--- src/rtl/mips_pkg.sv ---
// Shared definitions for the memory-port arbiter: default parameters and FSM state encoding.
package mips_pkg;

    localparam int DEF_N       = 64;
    localparam int DEF_AW      = 32;
    localparam int DEF_STARVE  = 4;
    localparam int DEF_TIMEOUT = 255;

    typedef enum logic [2:0] {
        IDLE,
        BUSY_I,
        BUSY_D,
        DONE_I,
        DONE_D
    } arb_state_t;

    function automatic logic is_busy(input arb_state_t s);
        return (s == BUSY_I) || (s == BUSY_D);
    endfunction

endpackage

--- src/rtl/mem_port_arbiter.sv ---
// Arbitrates one memory port between instruction fetch and data access, with data priority,
// bounded instruction starvation and a BUSY-cycle timeout that raises a sticky bus error.
module mem_port_arbiter
    import mips_pkg::*;
#(
    parameter int N       = DEF_N,
    parameter int AW      = DEF_AW,
    parameter int STARVE  = DEF_STARVE,
    parameter int TIMEOUT = DEF_TIMEOUT
) (
    input  logic              clk,
    input  logic              reset,
    input  logic              instrreq,
    input  logic [AW-1:0]     instradr,
    output logic [31:0]       instr,
    output logic              instrabort,
    input  logic              datareq,
    input  logic [AW-1:0]     dataadr,
    input  logic              datawe,
    input  logic [N/8-1:0]    databe,
    input  logic [N-1:0]      writedata,
    output logic [N-1:0]      readdata,
    output logic              dataabort,
    output logic              mreq,
    output logic [AW-1:0]     maddr,
    output logic              mwe,
    output logic [N/8-1:0]    mbe,
    output logic [N-1:0]      mwdata,
    input  logic              mready,
    input  logic [N-1:0]      mrdata,
    output logic              buserr
);

    localparam int SW = $clog2(STARVE + 1);
    localparam int TW = $clog2(TIMEOUT + 1);
    localparam logic [SW-1:0] STARVE_MAX   = SW'(STARVE);
    localparam logic [TW-1:0] TIMEOUT_LAST = TW'(TIMEOUT - 1);

    arb_state_t    state, state_next;
    logic          grant_i, grant_d, timed_out;
    logic [SW-1:0] starve_cnt;
    logic [TW-1:0] busy_cnt;

    always_comb begin
        // NOTE: every signal written here gets a default first, so no path leaves one unassigned and infers a latch.
        state_next = state;
        grant_i    = 1'b0;
        grant_d    = 1'b0;
        timed_out  = 1'b0;
        case (state)
            IDLE: begin
                if (datareq && (starve_cnt < STARVE_MAX)) begin
                    grant_d    = 1'b1;
                    state_next = BUSY_D;
                end else if (instrreq) begin
                    grant_i    = 1'b1;
                    state_next = BUSY_I;
                end
            end
            BUSY_I, BUSY_D: begin
                // A completing mready wins over a timeout landing in the same cycle.
                if (mready) begin
                    state_next = (state == BUSY_I) ? DONE_I : DONE_D;
                end else if (busy_cnt == TIMEOUT_LAST) begin
                    timed_out  = 1'b1;
                    state_next = (state == BUSY_I) ? DONE_I : DONE_D;
                end
            end
            default: state_next = IDLE;
        endcase
    end

    assign instrabort = instrreq & (state != DONE_I);
    assign dataabort  = datareq  & (state != DONE_D);

    always_ff @(posedge clk) begin
        if (reset) begin
            state      <= IDLE;
            mreq       <= 1'b0;
            maddr      <= '0;
            mwe        <= 1'b0;
            mbe        <= '0;
            mwdata     <= '0;
            instr      <= '0;
            readdata   <= '0;
            buserr     <= 1'b0;
            starve_cnt <= '0;
            busy_cnt   <= '0;
        end else begin
            // NOTE: non-blocking assignments here so every register samples the pre-edge values.
            state    <= state_next;
            mreq     <= is_busy(state_next);
            busy_cnt <= (is_busy(state) && is_busy(state_next)) ? busy_cnt + 1'b1 : '0;

            if (grant_d) begin
                maddr  <= dataadr;
                mwe    <= datawe;
                mbe    <= databe;
                mwdata <= writedata;
            end else if (grant_i) begin
                maddr  <= instradr;
                mwe    <= 1'b0;
                mbe    <= '1;
                mwdata <= '0;
            end

            if (state == BUSY_I) begin
                if (mready)         instr <= mrdata[31:0];
                else if (timed_out) instr <= '0;
            end
            if (state == BUSY_D) begin
                if (mready && !mwe) readdata <= mrdata;
                else if (timed_out) readdata <= '0;
            end
            if (timed_out) buserr <= 1'b1;

            // Counts data grants that overtook a waiting fetch; reaching STARVE forces the fetch through.
            if (grant_i || !instrreq) begin
                starve_cnt <= '0;
            end else if (grant_d && (starve_cnt != STARVE_MAX)) begin
                starve_cnt <= starve_cnt + 1'b1;
            end
        end
    end

endmodule
--- config.mk ---
export PLATFORM = sky130hd
export DESIGN_NAME = mem_port_arbiter
export DESIGN_NICKNAME = d
export VERILOG_FILES = /design/src/rtl/mips_pkg.sv /design/src/rtl/mem_port_arbiter.sv
export SDC_FILE = /design/constraint.sdc
export NUM_CORES = 1
export LEC_CHECK = 0
export ABC_AREA = 1
export ABC_CLOCK_PERIOD_IN_PS = 2100
export CORE_AREA = 2 2 157 159
export DETAILED_ROUTE_END_ITERATION = 12
export DIE_AREA = 0 0 159 161
export GPL_ROUTABILITY_DRIVEN = 0
export PLACE_DENSITY = 0.75
export SYNTH_ARGS = -nofsm -noshare
export SYNTH_HDL_FRONTEND = slang
export SYNTH_SLANG_ARGS = --single-unit
--- constraint.sdc ---
create_clock -name clk -period 2.1 [get_ports clk]
set_input_delay 0.21 -clock clk [delete_from_list [all_inputs] [get_ports clk]]
set_output_delay 0.21 -clock clk [all_outputs]
set_load 0.005 [all_outputs]
After elaboration in Yosys (flattened, before gate mapping)
Index checks and enable logic that the tools add are counted.
{"block": "word_totals", "reg_bits": 217, "input_bits": 206, "output_inout_bits": 205}
{"block": "op_classes", "add_sub_neg": 2, "order_cmp": 1, "n_eq_ne": 8, "mux": 26, "n_bitwise": 3, "n_reduce_logical": 18}
{"op": "$mux W64", "n": 4}
{"op": "$mux W32", "n": 4}
{"op": "$mux W8", "n": 2}
{"op": "$mux W3", "n": 5}
{"op": "$mux W1", "n": 10}
{"op": "$add A8 B1 Y8 const B", "n": 1}
{"op": "$eq A8 B8 Y1 const B", "n": 1}
{"op": "$eq A3 B1 Y1 const B", "n": 2}
{"op": "$eq A3 B2 Y1 const B", "n": 2}
{"op": "$ne A3 B3 Y1 const B", "n": 2}
{"op": "$pmux W3 S2", "n": 1}
{"op": "$reduce_bool A2 Y1", "n": 3}
{"op": "$reduce_or A2 Y1", "n": 3}
{"op": "$logic_and A1 B1 Y1", "n": 4}
{"op": "$reduce_and A2 Y1", "n": 2}
{"op": "$add A3 B1 Y3 const B", "n": 1}
{"op": "$logic_not A3 Y1", "n": 1}
{"op": "$logic_or A1 B1 Y1", "n": 3}
{"op": "$lt A3 B3 Y1 const B", "n": 1}
{"op": "$ne A3 B2 Y1 const B", "n": 1}
{"op": "$and A1 B1 Y1", "n": 2}
{"op": "$logic_not A1 Y1", "n": 2}
{"op": "$not A1 Y1", "n": 1}

Depth between registers and ports, before layout
Gate-level depths: netlist (run 1).
{"block": "logic_depth", "ltp_word": 10, "mapped_depth": 10}

Least setup slack after synthesis (run 1)
Ideal clock, no wire load.
{"block": "synth_timing", "path_type": "reg-to-reg", "startpoint": "register busy_cnt[0]", "endpoint": "register instr[10]", "setup_ps": 70, "arrival_ps": 1384, "required_ps": 2030, "path_slack_ps": 646, "stages_incl_launch_ff": 11, "n_path_buf": 1, "cell_sequence": "dfxtp_1 > inv_1 > ha_1 > inv_1 > nor2_1 > nand2_1 > nand2_1 > nand2_2 > buf_1 > nand2_1 > a21oi_1"}
{"block": "synth_via", "elab_chain_len": 6}
{"element": "start, declared", "line": "mem_port_arbiter.sv:42", "source": "logic [TW-1:0] busy_cnt;"}
{"element": "start signal, assigned", "line": "mem_port_arbiter.sv:93", "source": "busy_cnt <= (is_busy(state) && is_busy(state_next)) ? busy_cnt + 1'b1 : '0;"}
{"element": "$eq A8 B8 Y1", "line": "mem_port_arbiter.sv:64", "source": "end else if (busy_cnt == TIMEOUT_LAST) begin"}
{"element": "$mux W1", "line": "mem_port_arbiter.sv:64"}
{"element": "$mux W1", "line": "mem_port_arbiter.sv:62", "source": "if (mready) begin"}
{"element": "$mux W1", "line": "mem_port_arbiter.sv:50", "source": "case (state)"}
{"element": "$reduce_bool A2 Y1 (no source line)"}
{"element": "$reduce_and A2 Y1 (no source line)"}
{"element": "end signal, assigned", "line": "mem_port_arbiter.sv:108", "source": "if (mready) instr <= mrdata[31:0];"}
{"element": "end, declared", "line": "mem_port_arbiter.sv:15", "source": "output logic [31:0] instr,"}
No other way between the ends.
A chain may end at the register's enable or synchronous reset.

Final worst setup path (run 1)
{"block": "layout_timing", "startpoint": "register state[0]", "endpoint": "output dataabort"}
{"block": "layout_via", "elab_chain_len": 2}
{"element": "start, declared", "line": "mem_port_arbiter.sv:39", "source": "arb_state_t state, state_next;"}
{"element": "start signal, assigned", "line": "mem_port_arbiter.sv:91", "source": "state <= state_next;"}
{"element": "$ne A3 B3 Y1", "line": "mem_port_arbiter.sv:74", "source": "assign dataabort = datareq & (state != DONE_D);"}
{"element": "$and A1 B1 Y1", "line": "mem_port_arbiter.sv:74"}
{"element": "end, declared", "line": "mem_port_arbiter.sv:23", "source": "output logic dataabort,"}
No other way between the ends.

==> impl_metrics.sql, run 1 <==
INSERT INTO impl_metrics (metric_group, metric, value, unit) VALUES
('outcome', 'run_status', 'finished, final reports clean', ''),
('clock_tree', 'cts_root_buffer', 'sky130_fd_sc_hd__clkbuf_16', ''),
('clock_tree', 'postCtsHoldBufs', '0', ''),
('global_route', 'largest_net_degree_at_the_start_of_global_routing', '144', ''),
('global_route', 'grt_antenna_before_repair', '1', ''),
('critical_path', 'cp_max_fo', '4', ''),
('clock_tree', 'clkTransAtPathRegs', '60', 'ps'),
('pwr', 'p_leak', '4.722', 'nW'),
('cells_and_area', 'num-nets-final', '1568', ''),
('sta', 'finClkSkew', '11.48', 'ps'),
('pwr', 'power.clock.fraction', '39.1', '%'),
('clock_tree', 'cts_setup_buffers', '0', ''),
('logic_synthesis', 'ys.flop_type', 'sky130_fd_sc_hd__dfxtp_1', ''),
('die', 'io_pins', '411', ''),
('cells_and_area', 'post_route_cells_drive_above_1_share', '5.098', '%'),
('detailed_routing', 'detail_route.wirelength', '28470', 'um'),
('detailed_routing', 'routed_via_density', '5.009', ''),
('sta', 'max_freq', '497.9', 'MHz'),
('logic_synthesis', 'synth-edff-count', '0', ''),
('sta', 'setup_repair_after_global_routing_missed_its_margin', 'false', ''),
('die', 'die_area', '25600', 'um2'),
('logic_synthesis', 'syn-mean-instance-area', '8.125', 'um2'),
('clock_tree', 'cts_inserted_buffers', '24', ''),
('critical_path', 'arrival', '1800', 'ps'),
('sta', 'final-setup-viol-count', '0', ''),
('global_route', 'first_global_vias', '8223', ''),
('logic_synthesis', 'yosys_warning_count', '0', ''),
('critical_path', 'cp.required', '1890', 'ps'),
('placement', 'place_area', '12480', 'um2'),
('die', 'die-width', '159', 'um'),
('placement', 'placement.setup.worst_slack', '195.4', 'ps'),
('pwr', 'pwr-share-seq', '42.3', '%'),
('clock_tree', 'clock_sinks', '217', ''),
('sta', 'finalWorstPathRequiredPeriod', '2009', 'ps'),
('sta', 'setup_total_negative_slack', '0', 'ps'),
('pwr', 'vdd_ir_drop_max', '0.6112', 'mV'),
('die', 'dieHeight', '161', 'um'),
('global_route', 'gr-total-overflow', '0', ''),
('die', 'start_util', '33.57', '%'),
('logic_synthesis', 'synth_fp_nets', '1200', ''),
('die', 'core', '23960', 'um2'),
('logic_synthesis', 'number_of_register_bits_inferred_by_synthesis', '217', ''),
('sta', 'tightestPinTransition', '721.2', 'ps'),
('critical_path', 'start_kind', 'flop', ''),
('clock_tree', 'clock_tree_from_tritoncts', 'done', ''),
('pwr', 'netSwitchingPower', '0.002672', 'W'),
('die', 'num_rows', '57', ''),
('job', 'cap_viol_max_count', '0', ''),
('pwr', 'cellInternalPower', '0.008100', 'W'),
('placement', 'hpwl', '19620', 'um'),
('clock_tree', 'htreeDepth', '1', ''),
('sta', 'finalWorstSetupSlack', '91.38', 'ps'),
('clock_tree', 'clockBufferDepth', '3', ''),
('detailed_routing', 'drtAntennaViolNets', '0', ''),
('pwr', 'power.total', '0.01077', 'W'),
('detailed_routing', 'dr.pass1.iters', '5', ''),
('detailed_routing', 'drt-wirelength-per-cell', '16.76', 'um'),
('sta', 'layout_worst_path_cycle_share', '95.65', '%'),
('global_route', 'grt_pass1_wl', '43940', 'um'),
('detailed_routing', 'vias', '8511', ''),
('critical_path', 'timing.setup.critical_path_class', 'flop to primary output', ''),
('detailed_routing', 'detail_route.drc_violations', '0', ''),
('global_route', 'grt_use_total', '20.98', '%'),
('cells_and_area', 'final_design_area_no_fill', '13280', 'um2'),
('cells_and_area', 'area_growth_syn_to_layout', '65.11', '%'),
('placement', 'placement.io_buffers', '410', ''),
('pwr', 'powerDensity', '811.1', 'nW/um2'),
('logic_synthesis', 'syn-instance-count', '990', ''),
('sta', 'final_max_slew_viol_count', '0', ''),
('clock_tree', 'cts_repair_resize_count', '0', ''),
('detailed_routing', 'drt_first_iter_violations', '604', ''),
('min_path', 'hp-class', 'input port to flop', ''),
('sta', 'worst_slew_margin_rel', '51.92', '%'),
('critical_path', 'worst_setup_path_end_kind', 'primary output', ''),
('logic_synthesis', 'synthesis.area', '8044', 'um2'),
('logic_synthesis', 'synth_seq_area_share', '54.01', '%'),
('logic_synthesis', 'synth_cell_types', '25', ''),
('clock_tree', 'clock_latency', '510', 'ps'),
('sta', 'timing.final.hold_violations', '0', ''),
('logic_synthesis', 'postSynth.asyncResetShare', '0', '%'),
('pwr', 'switching_power_as_a_share_of_total_power', '24.81', '%'),
('pwr', 'power_frac_comb', '18.6', '%');
==> critical path, cell delays in order, from the launching register on <==
cell	delay [ps]
sky130_fd_sc_hd__dfxtp_1	420
sky130_fd_sc_hd__nor2_2	90
sky130_fd_sc_hd__a21oi_1	150
sky130_fd_sc_hd__clkdlybuf4s50_1	630
==> per-stage QoR <==
step / hold WS, ps / std cells / utilization [%]
floorplan: 357.3 / 990 / -
global placement: 440.8 / 1656 / 52.09
detailed placement: 448.5 / 1656 / 52.09
CTS: 136.4 / 1697 / 55.40
global route: 177.6 / 1698 / 55.41
finish: 162.3 / 1699 / 55.43
==> state kept, by name (all words and copies together), names as in the netlist <==
name	count
mwdata	64
readdata	64
instr	32
maddr	32
busy_cnt	8
mbe	8
starve_cnt	3
state	3
buserr	1
mreq	1
mwe	1
==> layout by cell type (no fill, tap or decap), drive strengths merged <==
master	count
a211oi	1
a21oi	198
buf	20
bufinv	2
clkbuf	36
clkdlybuf4s50	409
clkinv	2
clkinvlp	1
dfxtp	217
diode	2
ha	4
inv	14
nand2	171
nand3	155
nand4	5
nor2	36
o21a	1
o21ai	63
o22ai	32
xnor2	2
xor2	4
==> layout make-up <==
cell class	count	area, um2
multi-input cells	672	3261
repair buffers	429	4419
fillers	2187	10680
flip-flops and latches	217	4344
clock buffers	36	716.9
clock inverters	5	77.57
inverters	14	52.55
well taps	324	405.4
diodes	2	5.005
==> logic make-up (layout without fill, tap and decap cells) <==
logic type | after synthesis | in the layout | share of synthesized area [%]
flops | 217 | 217 | 54.01
xor+xnor | 6 | 6 | 0.6533
buf+inv | 101 | 484 | 5.553
compound gates | 295 | 295 | 18.91
simple gates | 367 | 367 | 20.25
other cells | 0 | 2 | 0
fa+ha+maj | 4 | 4 | 0.6222
==> synth_stat cells, types with 4 or more instances <==
| master | n | area [um2] |
|---|---|---|
| sky130_fd_sc_hd__xor2_1 | 4 | 35.03 |
| sky130_fd_sc_hd__a21oi_1 | 198 | 991.0 |
| sky130_fd_sc_hd__buf_1 | 11 | 41.29 |
| sky130_fd_sc_hd__o22ai_1 | 32 | 200.2 |
| sky130_fd_sc_hd__buf_2 | 21 | 105.1 |
| sky130_fd_sc_hd__nand3_1 | 155 | 775.7 |
| sky130_fd_sc_hd__buf_4 | 7 | 52.55 |
| sky130_fd_sc_hd__nand2_2 | 4 | 25.02 |
| sky130_fd_sc_hd__clkbuf_1 | 46 | 172.7 |
| sky130_fd_sc_hd__o21ai_1 | 49 | 245.2 |
| sky130_fd_sc_hd__o21ai_0 | 14 | 70.07 |
| sky130_fd_sc_hd__inv_1 | 12 | 45.04 |
| sky130_fd_sc_hd__nand2_1 | 167 | 626.9 |
| sky130_fd_sc_hd__dfxtp_1 | 217 | 4344 |
| sky130_fd_sc_hd__nor2_1 | 31 | 116.4 |
| sky130_fd_sc_hd__ha_1 | 4 | 50.05 |
==> path summary, 6_finish.rpt <==
kind         startpoint     endpoint  slack, ps  depth (start not counted)
max            state[0]    dataabort         90                          3
min               reset     state[1]        160                          4
max reg2reg    state[2]  readdata[4]        300                          8
min reg2reg      buserr       buserr        450                          2
==> power groups by stage <==
stage          registers (W)  logic (W)  clock network [W]
4_1_cts              0.00456    0.00201            0.00436
6_report             0.00456    0.00200            0.00421
2_1_floorplan        0.00466   0.000758                  0
5_1_grt              0.00459    0.00216            0.00452
3_5_place_dp         0.00464    0.00200                  0
3_3_place_gp         0.00464    0.00197                  0
==> per-layer routing <==
layer  vias to the layer above  track usage (%)  routed length, um
met5                         -                0                  0
met3                        52            7.242               2715
li1                       4152                -                  -
met1                      3933            24.25              10960
met2                       374            36.36              14060
met4                         0            7.149                736
(Power assumes the default switching activity.)
==> run 2: changes to the inputs <==
--- a/config.mk
+++ b/config.mk
@@ -11,7 +11,7 @@
 export DETAILED_ROUTE_END_ITERATION = 12
 export DIE_AREA = 0 0 159 161
 export GPL_ROUTABILITY_DRIVEN = 0
-export PLACE_DENSITY = 0.75
+export PLACE_DENSITY = 0.69
 export SYNTH_ARGS = -nofsm -noshare
 export SYNTH_HDL_FRONTEND = slang
 export SYNTH_SLANG_ARGS = --single-unit
==> impl_metrics.sql, run 2 (synthesis gave the netlist of run 1 again) <==
INSERT INTO impl_metrics (metric_group, metric, value, unit) VALUES
('detailed_routing', 'drt_first_iter_violations', '412', ''),
('min_path', 'worst_hold_path.endpoint', 'instr[12]', ''),
('clock_tree', 'clockBufferDepth', '3', ''),
('pwr', 'power_frac_comb', '18.2', '%'),
('critical_path', 'cp_max_fo', '4', ''),
('detailed_routing', 'routed_via_density', '4.955', ''),
('critical_path', 'crit-reg2reg-launch', 'busy_cnt[0]', ''),
('clock_tree', 'cts_root_buffer', 'sky130_fd_sc_hd__clkbuf_16', ''),
('detailed_routing', 'detail_route.wirelength', '28640', 'um'),
('global_route', 'grt_use_total', '21.32', '%'),
('critical_path', 'critical_path.cell_chain', 'inv_2 -> nand2_2 -> o21a_1 -> clkdlybuf4s50_1', ''),
('sta', 'layout_worst_path_cycle_share', '94.48', '%'),
('placement', 'numPlacedInstances', '1658', ''),
('sta', 'max_freq', '504.0', 'MHz'),
('cells_and_area', 'post_route_cells_drive_above_1_share', '5.511', '%'),
('pwr', 'netSwitchingPower', '0.002808', 'W'),
('placement', 'hpwl', '19790', 'um'),
('critical_path', 'regToRegEndpoint', 'instr[15]', ''),
('clock_tree', 'postCtsHoldBufs', '0', ''),
('pwr', 'switching_power_as_a_share_of_total_power', '25.55', '%'),
('detailed_routing', 'drt-wirelength-per-cell', '16.80', 'um'),
('pwr', 'powerDensity', '825.9', 'nW/um2'),
('pwr', 'p_leak', '4.747', 'nW'),
('sta', 'timing.final.hold_violations', '0', ''),
('critical_path', 'worst_setup_path_end_kind', 'primary output', ''),
('critical_path', 'slowest_delay', '580', 'ps'),
('detailed_routing', 'vias', '8443', ''),
('sta', 'finClkSkew', '7.384', 'ps'),
('critical_path', 'timing.setup.critical_path_class', 'flop to primary output', ''),
('critical_path', 'critPathTopFamily', 'buffers and inverters', ''),
('sta', 'setup_total_negative_slack', '0', 'ps'),
('die', 'start_util', '33.57', '%'),
('global_route', 'largest_net_degree_at_the_start_of_global_routing', '93', ''),
('cells_and_area', 'area_growth_syn_to_layout', '65.39', '%'),
('pwr', 'cellInternalPower', '0.008180', 'W'),
('sta', 'worst_slew_margin_rel', '61.83', '%'),
('detailed_routing', 'drtAntennaViolNets', '0', ''),
('clock_tree', 'cts_repair_resize_count', '0', ''),
('cells_and_area', 'mostFrequentLayoutCell', 'sky130_fd_sc_hd__clkdlybuf4s50_1', ''),
('global_route', 'gr-total-overflow', '0', ''),
('critical_path', 'critical_path.slowest_cell', 'sky130_fd_sc_hd__clkdlybuf4s50_1', ''),
('placement', 'placement.io_buffers', '410', ''),
('clock_tree', 'clkTransAtPathRegs', '60', 'ps'),
('detailed_routing', 'detail_route.drc_violations', '0', ''),
('clock_tree', 'htreeDepth', '1', ''),
('sta', 'final_max_slew_viol_count', '0', ''),
('critical_path', 'start_kind', 'flop', ''),
('clock_tree', 'clock_latency', '530', 'ps'),
('die', 'core', '23960', 'um2'),
('pwr', 'vdd_ir_drop_max', '0.4902', 'mV'),
('min_path', 'hp-class', 'input port to flop', ''),
('critical_path', 'worstRegToRegCells', '10', ''),
('sta', 'tightestPinTransition', '572.6', 'ps'),
('global_route', 'grt_antenna_before_repair', '1', ''),
('clock_tree', 'clock_sinks', '217', ''),
('global_route', 'first_global_vias', '8234', ''),
('min_path', 'min_delay_startpoint', 'reset', ''),
('sta', 'final-setup-viol-count', '0', ''),
('min_path', 'hold_path_depth', '3', ''),
('clock_tree', 'clock_tree_from_tritoncts', 'done', ''),
('die', 'dieHeight', '161', 'um'),
('critical_path', 'arrival', '1770', 'ps'),
('die', 'die_area', '25600', 'um2'),
('critical_path', 'cp.required', '1890', 'ps'),
('die', 'die-width', '159', 'um'),
('cells_and_area', 'num-nets-final', '1571', ''),
('detailed_routing', 'dr.pass1.iters', '5', ''),
('outcome', 'run_status', 'finished, final reports clean', ''),
('pwr', 'power.clock.fraction', '40.3', '%'),
('pwr', 'pwr-share-seq', '41.5', '%'),
('die', 'io_pins', '411', ''),
('clock_tree', 'cts_setup_buffers', '0', ''),
('die', 'num_rows', '57', ''),
('job', 'cap_viol_max_count', '0', ''),
('global_route', 'grt_pass1_wl', '44860', 'um'),
('cells_and_area', 'leading_cell_types_in_the_layout_fill_and_taps_excluded', '409 x sky130_fd_sc_hd__clkdlybuf4s50_1, 217 x sky130_fd_sc_hd__dfxtp_1, 198 x sky130_fd_sc_hd__a21oi_1', ''),
('sta', 'setup_repair_after_global_routing_missed_its_margin', 'false', ''),
('sta', 'finalWorstPathRequiredPeriod', '1984', 'ps'),
('cells_and_area', 'post_route_insts_no_fill', '1704', ''),
('cells_and_area', 'reg.largest.list', 'mwdata (64), readdata (64)', ''),
('critical_path', 'critical_path_buf_inv_count', '2', ''),
('clock_tree', 'cts_inserted_buffers', '25', ''),
('critical_path', 'reg2reg_slack', '390', 'ps');
run 2: how the worst max path moves through the flow:
stage | from | end | slack (ps) | depth (start not counted)
final | state[2] | instrabort | 120 | 4
after global routing | state[2] | instrabort | 20 | 4
after CTS | state[2] | instrabort | 50 | 4
after detailed placement | datareq | busy_cnt[7] | 210 | 7
after global placement | datareq | busy_cnt[7] | 270 | 7
after floorplan | busy_cnt[0] | instr[10] | 650 | 10
run 2: worst reg2reg max path, delay by kind of cell (launching register included):
| family | cells | cell delay [ps] |
|---|---|---|
| buffers and inverters | 3 | 350 |
| flip-flops | 1 | 330 |
| AND/OR/NAND/NOR | 5 | 700 |
| AO/OA/AOI/OAI | 1 | 50 |
| adder cells (fa/ha/maj) | 1 | 140 |
run 2: stage by stage:
stage | instance area, um2 | utilization, % | worst slack, ps | total power, W | hold WS (ps)
after CTS | 13300 | 55.51 | 51.87 | 0.01113 | 208.4
after floorplan | 8044 | - | 646.0 | 0.005421 | 357.3
final | 13300 | 55.52 | 116.0 | 0.01099 | 205.7
after global routing | 13300 | 55.52 | 24.68 | 0.01150 | 220.7
after detailed placement | 12460 | 51.99 | 206.8 | 0.006656 | 445.4
after global placement | 12460 | 51.99 | 267.6 | 0.006625 | 441.0
run 2: routing by layer:
metal | routed length, um | global-route usage, %
met5 | 0 | 0
met4 | 772 | 7.231
met3 | 2586 | 7.345
met2 | 13670 | 35.97
met1 | 11610 | 25.46
run 2: area by class of cell:
class                           instances  area, um2
Antenna cell                            1      2.502
Clock buffer                           37      730.7
Clock inverter                          8      111.4
Fill cell                            2229      10660
Inverter                               14      52.55
Multi-Input combinational cell        672       3261
Sequential cell                       217       4344
Tap cell                              324      405.4
Timing Repair Buffer                  431       4397
run 2: power groups by stage:
stage,Sequential [W],Combinational [W],Clock [W]
floorplan,0.00466,0.000758,0
global placement,0.00464,0.00199,0
detailed placement,0.00465,0.00201,0
CTS,0.00456,0.00202,0.00455
global route,0.00459,0.00217,0.00473
finish,0.00456,0.00200,0.00442
==> run 3: changes to the inputs <==
==> config.mk (replaced) <==
export PLATFORM = sky130hd
export DESIGN_NAME = mem_port_arbiter
export DESIGN_NICKNAME = d
export VERILOG_FILES = /design/src/rtl/mips_pkg.sv /design/src/rtl/mem_port_arbiter.sv
export SDC_FILE = /design/constraint.sdc
export NUM_CORES = 1
export LEC_CHECK = 0
export ABC_AREA = 1
export ABC_CLOCK_PERIOD_IN_PS = 2200
export CORE_AREA = 2 2 158 160
export CTS_CLUSTER_DIAMETER = 60
export DETAILED_ROUTE_END_ITERATION = 12
export DIE_AREA = 0 0 160 162
export GPL_ROUTABILITY_DRIVEN = 1
export PLACE_DENSITY = 0.68
export SYNTH_ARGS = -nofsm -noshare
export SYNTH_HDL_FRONTEND = slang
export SYNTH_SLANG_ARGS = --single-unit
==> constraint.sdc (replaced) <==
create_clock -name clk -period 2.2 [get_ports clk]
set_input_delay 0.22 -clock clk [delete_from_list [all_inputs] [get_ports clk]]
set_output_delay 0.22 -clock clk [all_outputs]
set_load 0.005 [all_outputs]
==> impl_metrics.sql, run 3 (synthesis gave the netlist of run 1 again) <==
INSERT INTO impl_metrics (metric_group, metric, value, unit) VALUES
('placement', 'place_area', '12420', 'um2'),
('global_route', 'largest_net_degree_at_the_start_of_global_routing', '144', ''),
('detailed_routing', 'vias', '8469', ''),
('sta', 'max_freq', '508.8', 'MHz'),
('global_route', 'use_met3', '6.027', '%'),
('clock_tree', 'cts_setup_buffers', '0', ''),
('pwr', 'cellInternalPower', '0.008118', 'W'),
('clock_tree', 'clock_latency', '530', 'ps'),
('detailed_routing', 'detail_route.wirelength', '28710', 'um'),
('cells_and_area', 'finalCoreUtilization', '55.40', '%'),
('sta', 'setup_total_negative_slack', '0', 'ps'),
('job', 'cap_viol_max_count', '0', ''),
('sta', 'layout_worst_path_cycle_share', '89.33', '%'),
('critical_path', 'worst_setup_path_end_kind', 'primary output', ''),
('critical_path', 'timing.setup.critical_path_class', 'flop to primary output', ''),
('detailed_routing', 'detail_route.drc_violations', '0', ''),
('die', 'die-width', '160', 'um'),
('placement', 'finalWeightedCongestion', '0.8110', ''),
('die', 'io_pins', '411', ''),
('global_route', 'grt_use_total', '20.92', '%'),
('sta', 'timing.final.hold_violations', '0', ''),
('die', 'die_area', '25920', 'um2'),
('clock_tree', 'postCtsHoldBufs', '0', ''),
('pwr', 'p_leak', '4.770', 'nW'),
('critical_path', 'start_kind', 'flop', ''),
('critical_path', 'critical_path.cell_chain', 'nor2_2 -> a21oi_1 -> clkdlybuf4s50_1', ''),
('sta', 'final_max_slew_viol_count', '0', ''),
('global_route', 'gr-total-overflow', '0', ''),
('detailed_routing', 'dr.pass1.iters', '5', ''),
('pwr', 'power_frac_comb', '17.5', '%'),
('global_route', 'gr-usage-met2', '36.76', '%'),
('global_route', 'first_global_vias', '8259', ''),
('clock_tree', 'cts_root_buffer', 'sky130_fd_sc_hd__clkbuf_16', ''),
('critical_path', 'cp.required', '1980', 'ps'),
('pwr', 'powerDensity', '811.1', 'nW/um2'),
('cells_and_area', 'mostFrequentLayoutCell', 'sky130_fd_sc_hd__clkdlybuf4s50_1', ''),
('cells_and_area', 'num-nets-final', '1573', ''),
('critical_path', 'slowest_delay', '560', 'ps'),
('global_route', 'globalRoute.busiestLayer', 'met2', ''),
('critical_path', 'arrival', '1750', 'ps'),
('clock_tree', 'cts_repair_resize_count', '0', ''),
('die', 'num_rows', '57', ''),
('detailed_routing', 'drt_first_iter_violations', '614', ''),
('global_route', 'grt_antenna_before_repair', '0', ''),
('sta', 'setup_repair_after_global_routing_missed_its_margin', 'false', ''),
('placement', 'placement.io_buffers', '410', ''),
('sta', 'final-setup-viol-count', '0', ''),
('pwr', 'netSwitchingPower', '0.002714', 'W'),
('pwr', 'vdd_ir_drop_max', '0.7345', 'mV'),
('clock_tree', 'clockBufferDepth', '3', ''),
('global_route', 'grt_pass1_wl', '44310', 'um'),
('die', 'dieHeight', '162', 'um'),
('pwr', 'pwr-share-seq', '40.2', '%'),
('sta', 'finalWorstPathRequiredPeriod', '1965', 'ps'),
('sta', 'tightestPinTransition', '802.8', 'ps'),
('detailed_routing', 'drt-wirelength-per-cell', '16.84', 'um'),
('cells_and_area', 'fill_cell_total_of_the_finished_layout', '2270', ''),
('critical_path', 'cp_max_fo', '4', ''),
('clock_tree', 'clock_tree_from_tritoncts', 'done', ''),
('cells_and_area', 'final_design_area_no_fill', '13350', 'um2'),
('global_route', 'grt_use_met1', '25.01', '%'),
('placement', 'hpwl', '19620', 'um'),
('clock_tree', 'htreeDepth', '1', ''),
('cells_and_area', 'num_antenna_cells', '0', ''),
('pwr', 'switching_power_as_a_share_of_total_power', '25.05', '%'),
('cells_and_area', 'reg.largest.list', 'mwdata (64), readdata (64)', ''),
('pwr', 'power.clock.fraction', '42.4', '%'),
('clock_tree', 'cts_inserted_buffers', '27', ''),
('min_path', 'hp-class', 'input port to flop', ''),
('detailed_routing', 'routed_via_density', '4.967', ''),
('clock_tree', 'clkTransAtPathRegs', '60', 'ps'),
('critical_path', 'critPathTopFamily', 'buffers and inverters', ''),
('sta', 'worst_slew_margin_rel', '46.48', '%'),
('cells_and_area', 'leading_cell_types_in_the_layout_fill_and_taps_excluded', '409 x sky130_fd_sc_hd__clkdlybuf4s50_1, 217 x sky130_fd_sc_hd__dfxtp_1, 198 x sky130_fd_sc_hd__a21oi_1', ''),
('sta', 'finClkSkew', '16.12', 'ps'),
('detailed_routing', 'drtAntennaViolNets', '0', ''),
('cells_and_area', 'post_route_cells_drive_above_1_share', '5.865', '%'),
('critical_path', 'critical_path_buf_inv_count', '1', ''),
('die', 'core', '24110', 'um2'),
('clock_tree', 'clock_sinks', '217', ''),
('outcome', 'run_status', 'finished, final reports clean', ''),
('die', 'start_util', '33.37', '%'),
('cells_and_area', 'area_growth_syn_to_layout', '66.01', '%'),
('cells_and_area', 'seqCellArea', '4344', 'um2'),
('critical_path', 'critical_path.slowest_cell', 'sky130_fd_sc_hd__clkdlybuf4s50_1', ''),
('cells_and_area', 'multiInputGateArea', '3261', 'um2');
[run 3: final timing paths]
path | startpoint | endpoint | slack, ps | cells past startpoint
min | reset | state[1] | 200 | 4
min reg2reg | instr[24] | instr[24] | 460 | 2
max | state[0] | dataabort | 230 | 3
max reg2reg | busy_cnt[0] | instr[31] | 530 | 10
[run 3: metrics by stage]
step | hold slack [ps] | std cells | worst slack, ps | power, W
after detailed placement | 452.1 | 1658 | 306.3 | 0.006334
after CTS | 184.6 | 1705 | 214.5 | 0.01098
final | 201.1 | 1705 | 234.7 | 0.01083
after floorplan | 367.3 | 990 | 746.0 | 0.005174
after global placement | 441.7 | 1658 | 387.0 | 0.006311
after global routing | 223.1 | 1705 | 157.9 | 0.01132
[run 3: worst reg2reg max path, delay by kind of cell, from the launching register on]
family | cells | cell delay (ps)
and+or+nand+nor | 5 | 660
buffers and inverters | 3 | 340
DFF | 1 | 330
adders and majority gates | 1 | 140
AOI/OAI and AO/OA | 1 | 60
[run 3: power groups by stage]
stage	logic [W]	clock network [W]	registers, W
CTS	0.00191	0.00472	0.00435
floorplan	0.000724	0	0.00445
global placement	0.00189	0	0.00442
detailed placement	0.00190	0	0.00443
finish	0.00189	0.00459	0.00435
global route	0.00205	0.00489	0.00438
[run 3: metal layers]
metal | vias up | routed length (um)
met4 | 0 | 788
met5 | - | 0
met1 | 3914 | 11700
met3 | 52 | 2392
met2 | 330 | 13830
li1 | 4173 | -
[run 3: area by class of cell]
type,count,share of cell area (%)
inverter,14,0.3935
clock buffer,34,5.556
tap,324,3.036
multi-input combinational,672,24.42
sequential,217,32.53
clock inverter,13,1.424
timing repair buffer,431,32.64
==> edit (config.mk and constraints of run 1) <==
Encoding of `arb_state_t`: now one-hot (5 bits for 5 states).
--- a/src/rtl/mips_pkg.sv
+++ b/src/rtl/mips_pkg.sv
@@ -6,12 +6,12 @@
     localparam int DEF_STARVE  = 4;
     localparam int DEF_TIMEOUT = 255;
 
-    typedef enum logic [2:0] {
-        IDLE,
-        BUSY_I,
-        BUSY_D,
-        DONE_I,
-        DONE_D
+    typedef enum logic [4:0] {
+        IDLE   = 5'b00001,
+        BUSY_I = 5'b00010,
+        BUSY_D = 5'b00100,
+        DONE_I = 5'b01000,
+        DONE_D = 5'b10000
     } arb_state_t;
 
     function automatic logic is_busy(input arb_state_t s);
Check against the original RTL: same outputs for any inputs over 4 cycles, from zero or initial values and one cycle with reset high; so few cycles prove little.
==> edit against run 1 <==
Synthesized area increased by 2.3%. Setup slack improved by 0.041 ns. Critical path depth increased by 2. Count of clock-buffer cells in the layout decreased by 4. Maximum frequency increased by 2.1%. Worst hold slack improved by 0.057 ns. Sequential power about the same. Total power increased by 5.2%. Routed wire length decreased by 3.0%. Cell count increased by 7.1%. Sequential cell count increased by 2. Design area increased by 1.8%.
==> edit: results (changes against run 1) <==
Layout cell share with drive strength beyond 1: 4.82% (-0.28 points)
Max_slew headroom: 42.0% (-10 points)
Critical Path End: instrabort
Commonest cells post-synth: 411 x nand2_1, 219 x dfxtp_1, 168 x a21oi_1
DP HPWL: 19,400 µm (-0.97%)
Biggest cell delay along the critical path: 0.44 ns (-0.19 ns)
Largest regs: mwdata: 64 flops, readdata: 64 flops
Fin cells: 1,819 (+7.1%)
Worst setup path startpoint: state[0]
R2r endpoint: maddr[2]
TritonCTS Sinks: 219 (+0.92%)
Largest net degree at the start of global routing: 167 (+16%)
Register area share after synthesis: 53.3% (-0.75 points)
Crit path max-delay cell type: clkdlybuf4s50_1
Routed wire per std cell: 15.2 µm (-9.4%)
Detailed-router iteration count before antenna repair: 7 (+2)
Post-synth top area share: 53.3% (-0.75 points)
WP data arrival: 1.76 ns (-0.04 ns)
Number of global-route vias before repair: 8,231 (+0.097%)
Root buf cell: clkbuf_16
First-pass GRT wire length: 43,400 µm (-1.2%)
Setup slack, reg-to-reg: 0.36 ns (+0.06 ns)
R2R depth: 7 (-1)
Nets: 1,686 (+7.5%)
Via count: 8,493 (-0.21%)
Post-Syn Instances: 1,096 (+11%)
Fillers: 2,149 (-1.7%)
Maximum vdd drop: 0.000489 V (-20%)
Ranking of synthesized cells by area: dfxtp_1 53%, nand2_1 19%, a21oi_1 10%
Outcome: complete, no violations
GR Util All Layers: 20.4% (-0.55 points)
Lkg Pwr: 0.00505 µW (+6.9%)
[edit: critical path: cells and delay by family (launching register included)]
kind	cells	cell delay, ns
flops	1	0.34
compound gates	1	0.18
simple gates	2	0.23
buf+inv	2	0.50
[edit: cell families after synthesis]
group	Yosys count	synth area share, %
xor gates and xnor gates	5	0.532
buffers and inverters	94	5.73
DFF	219	53.3
and+or+nand+nor	563	27.0
AOI/OAI and AO/OA	211	12.9
adders and majority gates	4	0.608
[edit: layer usage]
layer / share of wire (%) / up-vias / track usage [%] / routed length (µm)
li1: - / 4261 / - / -
met1: 40 / 3826 / 23.8 / 11200
met2: 47 / 350 / 34.8 / 13000
met3: 9.7 / 56 / 7.50 / 2690
met4: 2.9 / 0 / 7.19 / 796
met5: 0 / - / 0 / 0
[edit: final cells by class]
type                       instances  area [µm²]  area share (%)
sequential                       219        4380            32.4
timing repair buffer             426        4320            32.0
multi-input combinational        783        3390            25.1
clock buffer                      32         692            5.12
tap                              324         405            3.00
clock inverter                    12         235            1.74
inverter                          22        82.6           0.611
antenna                            1        2.50          0.0185
[edit: metrics by stage]
step / area (µm²) / utilization (%) / setup WS [ns]
after floorplan: 8230 / - / 0.648
after global placement: 12600 / 52.5 / 0.237
after detailed placement: 12600 / 52.5 / 0.186
after CTS: 13500 / 56.4 / 0.0251
after global routing: 13500 / 56.4 / 0.0333
final: 13500 / 56.4 / 0.133
[edit: where the power goes]
group / internal (µW) / total [µW] / switching (µW) / leakage, µW
Sequential: 4410 / 4550 / 134 / 0.00178
Clock: 3170 / 4870 / 1700 / 0.000459
Combinational: 1030 / 1920 / 892 / 0.00281
Total: 8610 / 11300 / 2720 / 0.00505
[edit: how the worst min path moves through the flow]
| stage | from | endpoint | slack, ns | depth (start not counted) |
|---|---|---|---|---|
| after global placement | busy_cnt[0] | busy_cnt[0] | 0.44 | 1 |
| after global routing | writedata[7] | mwdata[7] | 0.25 | 3 |
| after CTS | reset | busy_cnt[4] | 0.19 | 4 |
| after floorplan | writedata[33] | mwdata[33] | 0.35 | 2 |
| after detailed placement | starve_cnt[2] | starve_cnt[2] | 0.45 | 2 |
| final | reset | busy_cnt[4] | 0.22 | 4 |
